<file path="src/rtl/mask_calib_ctrl_pkg.sv">
// Shared types and reset constants for the colour-mask configuration path.
// Also used by the two_color_mask instantiation so both sides agree on defaults.
package mask_calib_ctrl_pkg;

   typedef enum logic [2:0] {
      IDLE,
      ARM,
      ACCUM,
      AVG,
      PEND
   } cal_state_t;

   localparam int YUV_WIDTH    = 9;
   localparam int THRESH_WIDTH = 7;

   localparam int DEF_U1  = -26;
   localparam int DEF_V1  = 0;
   localparam int DEF_U2  = 0;
   localparam int DEF_V2  = 1;
   localparam int DEF_THR = 5;

endpackage

</file>
<file path="src/rtl/mask_calib_ctrl_pixel_pos_counter.sv">
// Raster position tracker: row/col of the next accepted pixel and a frame-end
// strobe that is high while the last pixel of the frame is being presented.
module pixel_pos_counter #(
   parameter int WIDTH  = 640,
   parameter int HEIGHT = 480,
   parameter int CW     = $clog2(WIDTH),
   parameter int RW     = $clog2(HEIGHT)
) (
   input  logic          clk,
   input  logic          reset,
   input  logic          i_valid,
   output logic [RW-1:0] o_row,
   output logic [CW-1:0] o_col,
   output logic          o_fe
);

   logic [RW-1:0] r_row;
   logic [CW-1:0] r_col;
   logic          w_lastCol;
   logic          w_lastRow;

   assign w_lastCol = (r_col == CW'(WIDTH - 1));
   assign w_lastRow = (r_row == RW'(HEIGHT - 1));

   always_ff @(posedge clk or posedge reset) begin
      if (reset) begin
         r_row <= '0;
         r_col <= '0;
      end else if (i_valid) begin
         if (w_lastCol) begin
            r_col <= '0;
            r_row <= w_lastRow ? '0 : r_row + 1'b1;
         end else begin
            r_col <= r_col + 1'b1;
         end
      end
   end

   assign o_row = r_row;
   assign o_col = r_col;
   assign o_fe  = i_valid & w_lastRow & w_lastCol;

endmodule

</file>
<file path="src/rtl/mask_calib_ctrl.sv">
// Owns the active colour targets/thresholds for two_color_mask and calibrates one
// target from a centred WIN x WIN window; every change lands on a frame boundary.
module mask_calib_ctrl #(
   parameter int WIDTH        = 640,
   parameter int HEIGHT       = 480,
   parameter int YUV_WIDTH    = mask_calib_ctrl_pkg::YUV_WIDTH,
   parameter int THRESH_WIDTH = mask_calib_ctrl_pkg::THRESH_WIDTH,
   parameter int WIN          = 16,
   parameter int DEF_U1       = mask_calib_ctrl_pkg::DEF_U1,
   parameter int DEF_V1       = mask_calib_ctrl_pkg::DEF_V1,
   parameter int DEF_U2       = mask_calib_ctrl_pkg::DEF_U2,
   parameter int DEF_V2       = mask_calib_ctrl_pkg::DEF_V2,
   parameter int DEF_THR      = mask_calib_ctrl_pkg::DEF_THR
) (
   input  logic                           clk,
   input  logic                           reset,
   input  logic                           in_valid,
   input  logic signed [YUV_WIDTH-1:0]    U,
   input  logic signed [YUV_WIDTH-1:0]    V,
   input  logic                           cal_start,
   input  logic                           cal_sel,
   input  logic                           cal_abort,
   input  logic        [THRESH_WIDTH-1:0] thr_u1,
   input  logic        [THRESH_WIDTH-1:0] thr_v1,
   input  logic        [THRESH_WIDTH-1:0] thr_u2,
   input  logic        [THRESH_WIDTH-1:0] thr_v2,
   output logic signed [YUV_WIDTH-1:0]    uTarget1,
   output logic signed [YUV_WIDTH-1:0]    vTarget1,
   output logic signed [YUV_WIDTH-1:0]    uTarget2,
   output logic signed [YUV_WIDTH-1:0]    vTarget2,
   output logic        [THRESH_WIDTH-1:0] uThresh1,
   output logic        [THRESH_WIDTH-1:0] vThresh1,
   output logic        [THRESH_WIDTH-1:0] uThresh2,
   output logic        [THRESH_WIDTH-1:0] vThresh2,
   output logic                           cal_busy,
   output logic                           cal_done,
   output logic                           frame_done
);

   import mask_calib_ctrl_pkg::*;

   localparam int CW     = $clog2(WIDTH);
   localparam int RW     = $clog2(HEIGHT);
   localparam int SHIFT  = 2 * $clog2(WIN);
   localparam int ACC_W  = YUV_WIDTH + SHIFT;
   localparam int ROW_LO = HEIGHT / 2 - WIN / 2;
   localparam int ROW_HI = HEIGHT / 2 + WIN / 2 - 1;
   localparam int COL_LO = WIDTH / 2 - WIN / 2;
   localparam int COL_HI = WIDTH / 2 + WIN / 2 - 1;

   logic [RW-1:0] w_row;
   logic [CW-1:0] w_col;
   logic          w_fe;
   logic          w_inWin;
   logic          w_lastWinPix;

   cal_state_t r_state;
   cal_state_t w_nextState;
   logic       w_accClr;
   logic       w_accEn;
   logic       w_selLatch;
   logic       w_avgLoad;
   logic       w_tgtWr;

   logic                           r_sel;
   logic signed [ACC_W-1:0]        r_sumU;
   logic signed [ACC_W-1:0]        r_sumV;
   logic signed [YUV_WIDTH-1:0]    r_avgU;
   logic signed [YUV_WIDTH-1:0]    r_avgV;
   logic signed [YUV_WIDTH-1:0]    r_uT1;
   logic signed [YUV_WIDTH-1:0]    r_vT1;
   logic signed [YUV_WIDTH-1:0]    r_uT2;
   logic signed [YUV_WIDTH-1:0]    r_vT2;
   logic        [THRESH_WIDTH-1:0] r_uTh1;
   logic        [THRESH_WIDTH-1:0] r_vTh1;
   logic        [THRESH_WIDTH-1:0] r_uTh2;
   logic        [THRESH_WIDTH-1:0] r_vTh2;
   logic                           r_calDone;
   logic                           r_frameDone;

   pixel_pos_counter #(
      .WIDTH  (WIDTH),
      .HEIGHT (HEIGHT)
   ) u_pos (
      .clk     (clk),
      .reset   (reset),
      .i_valid (in_valid),
      .o_row   (w_row),
      .o_col   (w_col),
      .o_fe    (w_fe)
   );

   assign w_inWin = (w_row >= RW'(ROW_LO)) && (w_row <= RW'(ROW_HI)) &&
                    (w_col >= CW'(COL_LO)) && (w_col <= CW'(COL_HI));
   assign w_lastWinPix = in_valid && (w_row == RW'(ROW_HI)) && (w_col == CW'(COL_HI));

   always_ff @(posedge clk or posedge reset) begin
      if (reset) begin
         r_state <= IDLE;
      end else begin
         r_state <= w_nextState;
      end
   end

   // Abort outranks everything outside IDLE, including a same-cycle frame end in PEND.
   always_comb begin
      w_nextState = r_state;
      w_accClr    = 1'b0;
      w_accEn     = 1'b0;
      w_selLatch  = 1'b0;
      w_avgLoad   = 1'b0;
      w_tgtWr     = 1'b0;
      if (cal_abort && (r_state != IDLE)) begin
         w_nextState = IDLE;
         w_accClr    = 1'b1;
      end else begin
         case (r_state)
            IDLE: begin
               if (cal_start) begin
                  w_selLatch  = 1'b1;
                  w_accClr    = 1'b1;
                  w_nextState = ARM;
               end
            end
            ARM: begin
               if (w_fe) w_nextState = ACCUM;
            end
            ACCUM: begin
               w_accEn = in_valid & w_inWin;
               if (w_lastWinPix) w_nextState = AVG;
            end
            AVG: begin
               w_avgLoad   = 1'b1;
               w_nextState = PEND;
            end
            PEND: begin
               if (w_fe) begin
                  w_tgtWr     = 1'b1;
                  w_nextState = IDLE;
               end
            end
            default: w_nextState = IDLE;
         endcase
      end
   end

   // Window sums are wide enough for WIN*WIN extreme samples, so the averaged value always fits YUV_WIDTH.
   always_ff @(posedge clk or posedge reset) begin
      if (reset) begin
         r_sel  <= 1'b0;
         r_sumU <= '0;
         r_sumV <= '0;
         r_avgU <= '0;
         r_avgV <= '0;
      end else begin
         if (w_selLatch) r_sel <= cal_sel;
         if (w_accClr) begin
            r_sumU <= '0;
            r_sumV <= '0;
         end else if (w_accEn) begin
            r_sumU <= r_sumU + ACC_W'(U);
            r_sumV <= r_sumV + ACC_W'(V);
         end
         if (w_avgLoad) begin
            r_avgU <= YUV_WIDTH'(r_sumU >>> SHIFT);
            r_avgV <= YUV_WIDTH'(r_sumV >>> SHIFT);
         end
      end
   end

   always_ff @(posedge clk or posedge reset) begin
      if (reset) begin
         r_uT1       <= YUV_WIDTH'(DEF_U1);
         r_vT1       <= YUV_WIDTH'(DEF_V1);
         r_uT2       <= YUV_WIDTH'(DEF_U2);
         r_vT2       <= YUV_WIDTH'(DEF_V2);
         r_uTh1      <= THRESH_WIDTH'(DEF_THR);
         r_vTh1      <= THRESH_WIDTH'(DEF_THR);
         r_uTh2      <= THRESH_WIDTH'(DEF_THR);
         r_vTh2      <= THRESH_WIDTH'(DEF_THR);
         r_calDone   <= 1'b0;
         r_frameDone <= 1'b0;
      end else begin
         if (w_tgtWr && !r_sel) begin
            r_uT1 <= r_avgU;
            r_vT1 <= r_avgV;
         end
         if (w_tgtWr && r_sel) begin
            r_uT2 <= r_avgU;
            r_vT2 <= r_avgV;
         end
         if (w_fe) begin
            r_uTh1 <= thr_u1;
            r_vTh1 <= thr_v1;
            r_uTh2 <= thr_u2;
            r_vTh2 <= thr_v2;
         end
         r_calDone   <= w_tgtWr;
         r_frameDone <= w_fe;
      end
   end

   assign uTarget1   = r_uT1;
   assign vTarget1   = r_vT1;
   assign uTarget2   = r_uT2;
   assign vTarget2   = r_vT2;
   assign uThresh1   = r_uTh1;
   assign vThresh1   = r_vTh1;
   assign uThresh2   = r_uTh2;
   assign vThresh2   = r_vTh2;
   assign cal_busy   = (r_state != IDLE);
   assign cal_done   = r_calDone;
   assign frame_done = r_frameDone;

endmodule

</file>
<file path="config.mk">
export PLATFORM = sky130hd
export DESIGN_NAME = mask_calib_ctrl
export DESIGN_NICKNAME = d
export VERILOG_FILES = /design/src/rtl/mask_calib_ctrl_pkg.sv /design/src/rtl/mask_calib_ctrl_pixel_pos_counter.sv /design/src/rtl/mask_calib_ctrl.sv
export SDC_FILE = /design/constraint.sdc
export NUM_CORES = 1
export LEC_CHECK = 0
export BUFFER_PORTS_ARGS = -buffer_cell sky130_fd_sc_hd__buf_2
export CAP_MARGIN = 15
export CORE_ASPECT_RATIO = 0.6
export CORE_UTILIZATION = 53
export CTS_BUF_LIST = sky130_fd_sc_hd__clkbuf_4 sky130_fd_sc_hd__clkbuf_8
export DETAILED_ROUTE_END_ITERATION = 10
export PLACE_DENSITY = 0.79
export SYNTH_ARGS = -nofsm -noshare
export SYNTH_HDL_FRONTEND = slang
export SYNTH_SLANG_ARGS = --single-unit
</file>
<file path="constraint.sdc">
create_clock -name clk -period 4.1 [get_ports clk]
set_input_delay 0.41 -clock clk [delete_from_list [all_inputs] [get_ports clk]]
set_output_delay 0.41 -clock clk [all_outputs]
set_load 0.005 [all_outputs]
</file>
# After elaboration in Yosys (flattened, before gate mapping)
# Cells that the tools add are included.
# op_classes
muxes	23
reduce_logical	14
bitwise	3
eq_ne	12
n_addsub	4
order_cmp	4
# op_table
cell	n
$mux 17	4
$add 17x9->17	2
$mux 3	5
$pmux 3 s5	1
$ne 3x3->1 const B	4
$mux 1	11
$add 10x1->10 const B	1
$eq 10x10->1 const B	1
$eq 10x9->1 const B	1
$ge 10x9->1 const B	1
$le 10x9->1 const B	1
$mux 10	1
$add 9x1->9 const B	1
$eq 9x8->1 const B	1
$eq 9x9->1 const B	1
$ge 9x8->1 const B	1
$le 9x8->1 const B	1
$mux 9	1
$logic_and 1x1->1	8
$eq 3x2->1 const B	2
$reduce_and 4->1	1
$and 1x1->1	3
$eq 3x1->1 const B	1
$eq 3x3->1 const B	1
5 further kinds	5
# totals
input_bits	52
register_bits	141
out_inout_bits	67

# Longest topological paths before layout
# depth
depth_word	9
mapped_depth	9
ltp_nobuf	9

# Cells and area by module
# Synthesis repeated with hierarchy kept, for this count alone.
# unflattened
cells_unflattened	663
area_unflattened_um2	7302.0
# modules_own_cells
module	area_per_inst_um2	instances	seq_area_each_um2	cells_per_inst
mask_calib_ctrl	6331.1	1	3071.7	568
pixel_pos_counter	970.9	1	475.5	95

# Worst setup path after synthesis
# No wires, ideal clock.
# synth_timing
kind	in2reg
from	input port in_valid
to	register r_uT1[0], in the netlist uTarget1[0]
arrival_ps	2280
required_ps	3975
setup_slack_ps	1695
cell_stages	7
cell_sequence	buf_2 nand3_1 nor3_2 nand2_2 nor4_4 buf_4 mux2_2
# synth_between
elab_chain_cells	6
# synth_rtl
element	line_no	text
start, declared	mask_calib_ctrl.sv:17	input logic in_valid,
$and 1x1->1 (2 in series)	mask_calib_ctrl_pixel_pos_counter.sv:41	assign o_fe = i_valid & w_lastRow & w_lastCol;
$mux 1	mask_calib_ctrl.sv:137	if (w_fe) begin
$mux 1	mask_calib_ctrl.sv:117	case (r_state)
$mux 1	mask_calib_ctrl.sv:113	if (cal_abort && (r_state != IDLE)) begin
$logic_and 1x1->1	mask_calib_ctrl.sv:184	if (w_tgtWr && !r_sel) begin
end signal, assigned	mask_calib_ctrl.sv:173	r_uT1 <= YUV_WIDTH'(DEF_U1);
end signal, assigned	mask_calib_ctrl.sv:185	r_uT1 <= r_avgU;
end, declared	mask_calib_ctrl.sv:70	logic signed [YUV_WIDTH-1:0] r_uT1;
# No other way between the ends.
# A chain may end at the register's enable or synchronous reset.

# Final worst setup path
# layout_timing
from	register u_pos.r_col[6], in the netlist u_pos.o_col[6]
to	register r_sumU[13]
# layout_between
elab_chain_cells	7
# layout_rtl
element	line_no	text
start, declared	mask_calib_ctrl_pixel_pos_counter.sv:18	logic [CW-1:0] r_col;
start signal, assigned	mask_calib_ctrl_pixel_pos_counter.sv:34	r_col <= r_col + 1'b1;
$ge 10x9->1	mask_calib_ctrl.sv:94	(w_col >= CW'(COL_LO)) && (w_col <= CW'(COL_HI));
$logic_and 1x1->1	mask_calib_ctrl.sv:93	assign w_inWin = (w_row >= RW'(ROW_LO)) && (w_row <= RW'(ROW_HI)) &&
$logic_and 1x1->1 (*)	mask_calib_ctrl.sv:94	
$and 1x1->1 (*)	mask_calib_ctrl.sv:129	w_accEn = in_valid & w_inWin;
$mux 1 (*)	mask_calib_ctrl.sv:117	
$mux 1 (*)	mask_calib_ctrl.sv:113	
$reduce_bool 2->1 (no line) (*)	n/a	
end signal, assigned	mask_calib_ctrl.sv:161	r_sumU <= r_sumU + ACC_W'(U);
end, declared	mask_calib_ctrl.sv:66	logic signed [ACC_W-1:0] r_sumU;
# Mark *: on every way between the ends. The rest lies on a longest branch, timed or not.

==> flow_summary.yaml <==
worst_setup_path:
  slowest_delay_ns: 0.89
  cp.depth: 6
  critPathTopFamily: "simple AND/OR/NAND/NOR gates"
  crit_chain: "or4b_1 > o21ai_0 > or4b_1 > buf_4 > and3_1 > a211o_1"
  crit_type: "register to register"
  worst_path_max_delay_cell: "or4b_1"
  crit_path_max_fanout: 26
  cp_common_cell: "or4b_1"
  cp.arrival_ns: 3.25
  critPathCaptureType: "register"
  reg2reg_from: "u_pos.o_col[6]"
  path_buf_inv: 1
  cp.required_ns: 4.43
  r2r_setup_slack_ns: 1.18
  start_kind: "register"
  worstReg2RegEnd: "r_sumU[13]"
  reg2regPathDepth: 6
floorplanning:
  fp-row-count: 33
  fp.dieW_um: 155
  ios: 119
  core-area_mm2: 0.0137
  die_h_um: 94.0
  dieArea_mm2: 0.0146
  start_util_pct: 54.5
yosys:
  synth_commonest_cells: "nand2_1 (154), dfrtp_1 (126), a21oi_1 (62)"
  ys_top_cells_by_area: "dfrtp_1 (42%), mux2_2 (8.4%), nand2_1 (7.7%), ha_1 (6.0%), dfstp_2 (5.3%)"
  synth_top_cell_by_area: "dfrtp_1"
  synthCells: 761
  ys_types: 62
  netlist.area_leader.share_pct: 42.2
  syn_area_mm2: 0.00748
  yosysMostFrequentCell: "nand2_1"
  ys_ff_latch: 141
  yosysWarnings: 0
  async_flop_share_pct: 100
  ys_seq_area_share_pct: 47.4
  syn_nets: 851
  synth.avg_cell_area_um2: 9.83
  synth_edf_count: 0
  synthFlopType: "dfrtp_1"
place:
  io_buffers: 118
  gp_congestion: 0.889
  hpwl_mm: 11.2
  placed_cell_area_mm2: 0.00826
  placed_cells_incl_taps: 1046
detailed_routing:
  antenna_left: 0
  viasPerCell: 5.52
  wl_per_cell_um: 15.1
  detail_route.first_pass.iterations: 6
  drtIter0Drc: 603
  remaining_drc_errors: 0
  drt-total-wl_mm: 16.3
  vias: 5952
hold_path:
  hold_path.class: "input port to async pin"
timing:
  finClkSkew_ns: 0.0185
  maxSlewViolCount: 0
  relSlewSlack_pct: 39.7
  fmax_ghz: 0.343
  timing_hold_violations_final: 0
  rsz0062_at_grt: "false"
  fin_tns_setup_ns: 0
  setup_viol: 0
  max_slew.worst_pin.slew_ns: 0.905
  min_period_ns: 2.92
  finalCritPeriodShare_pct: 71.1
cells_and_area:
  drive_gt1_share_pct: 28.0
  finalInstanceArea_mm2: 0.00864
  final_util_pct: 63.0
  area_growth_pct: 15.6
  final_cells: 1078
  antenna_cells: 0
  nNetsFinal: 963
global_routing:
  antenna_found_initial: 0
  grt.total_usage_pct: 23.2
  grt_pass1_vias: 5435
  gr-usage-met2_pct: 34.2
  grt_pass1_wl_mm: 26.9
  grt_max_degree: 142
  grt_use_met3_pct: 5.26
  overflow: 0
  busiest_layer: "met1"
  grt_util_met1_pct: 34.7
clocking:
  htree_levels: 4
  cts_tree: "done"
  path_clk_slew_ns: 0.09
  clockBufferDepth: 2
  cts.sinks: 141
  cts-root-buf: "clkbuf_8"
  cts_buffers: 17
  post_cts_resized: 0
  hold_buffers: 0
  insertion_delay_ns: 0.44
  post-cts-setup-buffers: 0
pwr:
  p_leak_nw: 4.51
  power_density_mw_per_mm2: 320
  peakVddDrop_mv: 0.235
  p_total_mw: 2.77
flow_run:
  cap_violations: 0
status:
  outcome: "completed"
[per-layer routing]
layer	wire length, µm	part of all wire, %
met5	0	0
met4	105	0.65
met3	1090	6.7
met2	6890	42
met1	8200	50
[sequential cells by signal (all words and copies together) (netlist names), 7 cells and up]
signal,count
r_sumU,17
r_sumV,17
u_pos.o_col,10
r_avgU,9
r_avgV,9
uTarget1,9
uTarget2,9
u_pos.o_row,9
vTarget1,9
vTarget2,9
uThresh1,7
uThresh2,7
vThresh1,7
vThresh2,7
[report_power, final]
| group | switching [mW] | internal, mW |
|---|---|---|
| Clock | 0.603 | 0.499 |
| Combinational | 0.136 | 0.0787 |
| Sequential | 0.0324 | 1.42 |
[worst max path at each step]
stage	start	endpoint	slack (ns)
floorplan	in_valid	uTarget1[0]	1.70
global placement	u_pos.o_col[6]	r_sumU[13]	1.26
detailed placement	u_pos.o_col[6]	r_sumU[13]	1.21
CTS	u_pos.o_col[6]	r_sumU[13]	1.21
global route	u_pos.o_col[0]	uTarget1[0]	0.99
finish	u_pos.o_col[6]	r_sumU[13]	1.18
[layout make-up]
class | count | area, µm²
Clock inverter | 15 | 151
Fill cell | 1166 | 5070
Timing Repair Buffer | 127 | 671
Sequential cell | 141 | 3550
Inverter | 21 | 82.6
Clock buffer | 17 | 234
Tap cell | 192 | 240
Multi-Input combinational cell | 565 | 3710
[placed cells by master, fill, tap and decap left out, types with 3 or more instances in the layout]
cell        instances
a21oi_1            62
xor2_1              8
and3_1             10
clkinvlp_4          3
buf_4               8
dfstp_2            15
xnor2_1            10
inv_6               5
clkinv_4            4
a21o_1             15
clkbuf_8           17
nand2b_1           15
nand2_1           154
nor2_1             25
o211ai_1            8
ha_1               36
nand3_1            29
nor3_1             15
inv_1              19
nor3b_1             3
o21a_1              4
dfrtp_1           126
nor4_1              3
nand4_1            11
a31oi_1             6
nand3b_1            5
a31o_2              4
buf_2             118
or3_1               7
o21ai_0            23
mux2i_1             6
nor2b_1             4
mux2_2             56
or4_1               5
[cells by family (layout without fill, tap and decap cells)]
family / count (synthesis) / in the layout / synth area share, %
flip-flops: 141 / 141 / 47.4
AND/OR/NAND/NOR: 304 / 304 / 19.8
XOR/XNOR: 18 / 18 / 2.11
AO/OA/AOI/OAI: 142 / 142 / 11.6
buffers and inverters: 55 / 180 / 3.10
adder cells (fa/ha/maj): 38 / 38 / 6.56
multiplexers: 63 / 63 / 9.37
[per-stage QoR]
stage / setup slack [ns] / hold slack [ns]
after floorplan: 1.70 / 0.448
after global placement: 1.26 / 0.446
after detailed placement: 1.21 / 0.447
after CTS: 1.21 / 0.110
after global routing: 0.990 / 0.125
final: 1.18 / 0.123
[worst reg2reg max path, stage by stage (launching register included)]
cell and delay [ns]:
dfrtp_1 0.48, or4b_1 0.50, o21ai_0 0.13, or4b_1 0.89, buf_4 0.37, and3_1 0.19
a211o_1 0.26
(Power assumes the default switching activity.)
